[src/rtl/inst_fetch_unit.sv]
// Instruction fetch unit: PC register, same-cycle memory read, prefetch queue
// toward decode with valid/ready, redirect flush.
module inst_fetch_unit #(
    parameter logic [31:0] RESET_PC = 32'h0000_0000,
    parameter int          DEPTH    = 2
) (
    input  logic        Clk,
    input  logic        Clrn,
    output logic [31:0] Addr,
    input  logic [31:0] Inst,
    input  logic        Redirect,
    input  logic [31:0] Target,
    input  logic        Ready,
    output logic        Valid,
    output logic [31:0] InstOut,
    output logic [31:0] PCOut,
    output logic [31:0] PC4Out,
    output logic        Misalign
);

    localparam int PW = $clog2(DEPTH);
    localparam int CW = PW + 1;

    logic [31:0]   pc_q, pc_d;
    logic [PW-1:0] rd_ptr_q, rd_ptr_d;
    logic [PW-1:0] wr_ptr_q, wr_ptr_d;
    logic [CW-1:0] count_q, count_d;
    logic          misalign_q, misalign_d;
    logic [31:0]   ent_pc_q   [DEPTH];
    logic [31:0]   ent_pc_d   [DEPTH];
    logic [31:0]   ent_inst_q [DEPTH];
    logic [31:0]   ent_inst_d [DEPTH];

    logic deq;
    logic enq;

    assign Valid    = (count_q != '0);
    assign deq      = Valid & Ready;
    assign enq      = !Redirect & ((count_q < CW'(DEPTH)) | deq);
    assign Addr     = pc_q;
    assign InstOut  = ent_inst_q[rd_ptr_q];
    assign PCOut    = ent_pc_q[rd_ptr_q];
    assign PC4Out   = PCOut + 32'd4;
    assign Misalign = misalign_q;

    always_comb begin
        pc_d       = pc_q;
        rd_ptr_d   = rd_ptr_q;
        wr_ptr_d   = wr_ptr_q;
        count_d    = count_q;
        misalign_d = 1'b0;
        ent_pc_d   = ent_pc_q;
        ent_inst_d = ent_inst_q;
        if (Redirect) begin
            // Flush drops queued entries and the word currently on Inst.
            pc_d       = {Target[31:2], 2'b00};
            rd_ptr_d   = '0;
            wr_ptr_d   = '0;
            count_d    = '0;
            misalign_d = |Target[1:0];
        end else begin
            if (enq) begin
                ent_pc_d[wr_ptr_q]   = pc_q;
                ent_inst_d[wr_ptr_q] = Inst;
                pc_d                 = pc_q + 32'd4;
                wr_ptr_d             = wr_ptr_q + PW'(1);
            end
            if (deq) begin
                rd_ptr_d = rd_ptr_q + PW'(1);
            end
            if (enq && !deq) begin
                count_d = count_q + CW'(1);
            end else if (deq && !enq) begin
                count_d = count_q - CW'(1);
            end
        end
    end

    always_ff @(posedge Clk or negedge Clrn) begin
        if (!Clrn) begin
            pc_q       <= RESET_PC;
            rd_ptr_q   <= '0;
            wr_ptr_q   <= '0;
            count_q    <= '0;
            misalign_q <= 1'b0;
            for (int i = 0; i < DEPTH; i++) begin
                ent_pc_q[i]   <= '0;
                ent_inst_q[i] <= '0;
            end
        end else begin
            pc_q       <= pc_d;
            rd_ptr_q   <= rd_ptr_d;
            wr_ptr_q   <= wr_ptr_d;
            count_q    <= count_d;
            misalign_q <= misalign_d;
            ent_pc_q   <= ent_pc_d;
            ent_inst_q <= ent_inst_d;
        end
    end

endmodule

[config.mk]
export PLATFORM = sky130hd
export DESIGN_NAME = inst_fetch_unit
export DESIGN_NICKNAME = d
export VERILOG_FILES = /design/src/rtl/inst_fetch_unit.sv
export SDC_FILE = /design/constraint.sdc
export NUM_CORES = 1
export LEC_CHECK = 0
export CORE_MARGIN = 4
export CORE_UTILIZATION = 40
export DETAILED_ROUTE_END_ITERATION = 12
export GPL_TIMING_DRIVEN = 1
export PLACE_DENSITY = 0.68
export SETUP_SLACK_MARGIN = 0.5
export SLEW_MARGIN = 20
export SYNTH_ARGS = -nofsm -noshare
export SYNTH_HDL_FRONTEND = slang
export SYNTH_SLANG_ARGS = --single-unit
[constraint.sdc]
create_clock -name Clk -period 3.2 [get_ports Clk]
set_clock_uncertainty 0.15 [all_clocks]
set_input_delay 0.64 -clock Clk [delete_from_list [all_inputs] [get_ports Clk]]
set_output_delay 0.64 -clock Clk [all_outputs]
set_load 0.02 [all_outputs]
# Word-level counts from Yosys, hierarchy flattened
# Cells that the tools add are included.
[totals]
word_cells = 57
ff_bits = 165
out_inout_bits = 130
inputBits = 68
[classes]
n_addsub = 6
n_bitwise = 6
n_lt_le_gt_ge = 4
n_reduce_logical = 12
n_mux = 20
[ops]
columns = ["cell", "n"]
rows = [
  ["$mux 32", 9],
  ["$bwmux 64", 2],
  ["$add 32x3->32 const B", 2],
  ["$demux 32 s1", 1],
  ["$mux 2", 3],
  ["$reduce_bool 2->1", 3],
  ["$mux 1", 5],
  ["$ge 2x2->1 const B", 2],
  ["$not 1->2", 2],
  ["$logic_and 1x1->1", 3],
  ["$logic_not 1->1", 3],
  ["$reduce_bool 3->1", 1],
  ["$add 1x1->1 const B", 2],
  ["$add 2x1->2 const B", 1],
  ["$and 1x1->1", 2],
  ["$lt 2x1->1 const B", 1],
  ["$lt 2x2->1 const B", 1],
  ["$reduce_and 2->1", 1],
  ["$reduce_or 2->1", 1],
  ["$sub 2x1->2 const B", 1],
  ["$not 1->1", 1],
  ["$or 1x1->1", 1],
]

# Depth between registers and ports, before layout
[depth]
word_depth = 9
ltp_mapped = 14
depth_no_buf = 9

# Worst setup path before layout
# Ideal clock, no wire load.
[synth_path]
path_type = "register to output"
start = "register rd_ptr_q"
end = "output port PC4Out[28]"
stages_incl_launch_ff = 15
path_slack_ns = -0.519
required_time_ns = 2.410
t_arrival_ns = 2.929
n_path_buf = 5
path_cell_list = "dfrtp_1 > buf_4 > buf_6 > buf_2 > buf_2 > nand2_1 > and2_1 > inv_1 > ha_1 > inv_1 > a211oi_2 > and3_1 > buf_4 > nand4_1 > xnor2_1"
[synth_via]
elab_chain_cells = 5
[synth_lines]
columns = ["item", "line", "text"]
rows = [
  ["start, declared", "25", "logic [PW-1:0] rd_ptr_q, rd_ptr_d;"],
  ["start signal, assigned", "92", "rd_ptr_q <= rd_ptr_d;"],
  ["$not 1->2 (not written as such)", "42", "assign PCOut = ent_pc_q[rd_ptr_q];"],
  ["$mux 32 (not written as such) (3 in a row)", "42", ""],
  ["via PCOut[2]", "16", "output logic [31:0] PCOut,"],
  ["$add 32x3->32", "43", "assign PC4Out = PCOut + 32'd4;"],
  ["end, declared", "17", "output logic [31:0] PC4Out,"],
]
# The timed path passes the listed nets, and every way through them passes these cells. The select of a mux whose other input is x is not followed.

# Worst setup path in the final report
[layout_path]
start = "register rd_ptr_q"
end = "output port PC4Out[31]"
[layout_via]
elab_chain_cells = 5
[layout_lines]
columns = ["item", "line"]
rows = [
  ["$not 1->2 (not written as such)", "42"],
  ["$mux 32 (not written as such) (3 in a row)", "42"],
  ["$add 32x3->32", "43"],
]
# Every way passes these cells. The select of a mux whose other input is x is not followed.

==> out/summary.txt <==
Status: finished, violations left
Failing checks: negative setup slack
Detail Route Antenna Nets: 0
Worst r2r src: Addr[8]$_DFFE_PN0P_
Power Dens Cells: 655 nW/um^2
Inserted Clock Buffers: 17
Crit-path max cell delay: 0.45 ns
Synthesis-stage register bit count: 159
Routed WL: 21,400 um
Hold crit path type: flip-flop to flip-flop
Mapped Area: 8000 sq um
Hold wc startpoint: ent_inst_q[27]$_DFFE_PN0P_
Most common cell in the netlist: mux2_2
Max_cap viols: 0
Non-Filler Instances: 1,182
Worst slew pin tran: 0.684 ns
CTS tree: done
Worst path bufs/invs: 3
WP data required: 2.41 ns
GRT Resource Usage Total: 19.6%
Post-synth top flop: dfrtp_1
Crit Path Category: flip-flop to primary output
Post-Syn Instances: 667
Post-synth EDFFs: 0
Crit. End Element: primary output
Largest net degree at the start of global routing: 63
Initial DRC Count: 225
Vias: 6,053
CP Max Fanout: 8
Drt wl/cell: 18.1 um
Clock slew at reported path FFs: 0.06 ns
# diodes: 0
Vias per inst: 5.12
I/O Buffers: 191
Most area-consuming cells after synthesis: dfrtp_1, mux2_2, xnor2_1, xor2_1, nand2_1
CP Cell Sequence: buf_6 > buf_4 > nand4_1 > a222oi_1 > and2_4 > and4b_1 > xor2_1 > buf_4
Mapped Avg Cell Area: 12.0 sq um
Final Hold Viols: 0
Area Overhead vs Synth: 43.4%
GPL Wtd Cong: 0.829
Async SR Flop Fraction: 100%
Starting density of the core: 40.8%
Layout cell share with drive strength beyond 1: 40.6%
CTS Buffer Depth: 2
Crit path from: rd_ptr_q$_DFFE_PN0P_
Core area: 19,600 sq um
Maximum vdd ir drop: 395 uV
Netlist cell types: 43
DRC violations left: 0
Hpwl dp: 15,000 um
Leakage power figure: 4.91 nW
Die width: 149 um
Die area: 22,300 sq um
H-tree depth: 4
Fin util: 58.5%
Setup-failing EPs final: 14
Fin. max-slew vios: 0
Critical Path Start Type: flip-flop
Vias in the first global route: 6,354
Height of the die: 149 um
Crit share post-route: 104%
Post-synth top area share: 49.8%
Pre-CTS WS: -0.269 ns
Later-pin clock latency in the skew report: 0.42 ns
Post-synthesis sequential area ratio: 49.8%
CP delay by family, top: simple AND/OR/NAND/NOR gates
Ys Warns: 0
Cell Rows: 51
Fmax: 301 MHz
Post-synth top cells: mux2_2, dfrtp_1, nand2_1, o21ai_0, xnor2_1
Placed cells: 1,123
Initial antenna violation count: 1
PnR worst setup slack: -0.124 ns
Nets: 975
Crit-path slowest cell: dfrtp_4
Synth area leader: dfrtp_1
First-pass GRT wire length: 34,400 um
Most frequent CP cell: buf_4
R2R setup slack: 0.95 ns
CP arrival: 2.53 ns
CTS root buffer: clkbuf_16
Clock Sinks: 159
DR pass1 iterations: 6
Max-Slew Margin vs Limit: 54.4%
Post-layout min period: 3.32 ns
Ports: 198
RSZ-0062 raised after global routing: yes
Total grt overflow: 0
[per-stage QoR]
step | hold slack, ns | power (mW) | setup TNS [ns] | cell area, sq um
2_1_floorplan | 0.194 | 4.36 | 0 | 8140
3_3_place_gp | 0.334 | 5.57 | -1.06 | 10500
3_5_place_dp | 0.340 | 5.61 | -1.95 | 10500
4_1_cts | 0.355 | 7.50 | -1.42 | 11200
5_1_grt | 0.366 | 7.91 | -2.92 | 11500
6_report | 0.352 | 7.51 | -0.777 | 11500
[metal layers]
metal	vias up	share of wire [%]	track usage, %
met1	3006	42	24.9
met3	29	7.9	6.50
met2	194	49	32.4
li1	2822	-	-
met5	-	0.061	0
met4	2	1.6	4.85
[registers in the layout (all words and copies together), names as in the netlist]
signal,flops
Misalign,1
ent_pc_q,60
ent_inst_q,64
rd_ptr_q,1
wr_ptr_q,1
Addr,30
count_q,2
[cell families (layout without fill, tap and decap cells)]
| family | count (synthesis) | after routing | synth area share [%] |
|---|---|---|---|
| multiplexers | 184 | 184 | 25.8 |
| flip-flops | 159 | 159 | 49.8 |
| AND/OR/NAND/NOR | 153 | 153 | 10.2 |
| buffers and inverters | 61 | 306 | 3.90 |
| XOR/XNOR | 56 | 56 | 6.13 |
| AO/OA/AOI/OAI | 51 | 51 | 3.91 |
| adder cells (fa/ha/maj) | 2 | 2 | 0.313 |
| other | 1 | 6 | 0.0469 |
[placed cells by master, fill, tap and decap left out, types with 6 or more instances in the layout]
master	synthesis	final
xnor2_1	30	12
nand4_1	28	28
o21ai_0	32	31
inv_1	17	15
xor2_1	26	25
buf_6	3	23
nand2_1	55	50
and3_1	9	7
mux2_2	174	173
buf_12	0	6
clkdlybuf4s50_1	0	123
clkbuf_2	0	6
dlygate4sd2_1	0	18
dfrtp_1	159	158
nand3_1	21	17
xnor2_2	0	18
clkbuf_16	0	17
nand4b_1	9	9
conb_1	1	6
buf_4	8	67
nor2_1	12	10
[cell type report]
type | instances | area [sq um]
sequential | 159 | 3980
multi-input combinational | 452 | 4090
inverter | 17 | 68.8
tap | 265 | 332
fill | 1642 | 8130
clock inverter | 11 | 109
timing repair buffer | 258 | 2430
clock buffer | 20 | 447
[final timing paths]
check	to	depth (start not counted)
worst min register to register	ent_inst_q[27]$_DFFE_PN0P_	1
worst max-delay path	PC4Out[31]	8
min in group asynchronous	Addr[14]$_DFFE_PN0P_	2
worst max register to register	Addr[19]$_DFFE_PN0P_	5
worst min-delay path	ent_inst_q[27]$_DFFE_PN0P_	1
max in group asynchronous	ent_inst_q[14]$_DFFE_PN0P_	3
[power breakdown]
part / total (mW) / switching (mW) / leakage, nW / internal [mW]
registers: 2.82 / 0.359 / 1.91 / 2.46
logic: 2.78 / 1.35 / 2.75 / 1.43
clock network: 1.92 / 0.823 / 0.259 / 1.09
[timing repair]
item / CTS / global route
setup buffers: 13 / 14
setup endpoints to repair: 91 / 83
endpoints found under the hold margin: 6 / 0
gates resized for setup: 253 / 48
hold buffers: 1 / 0
cloned: 0 / 0
pin swaps: 15 / 19
(Power assumes the default switching activity.)
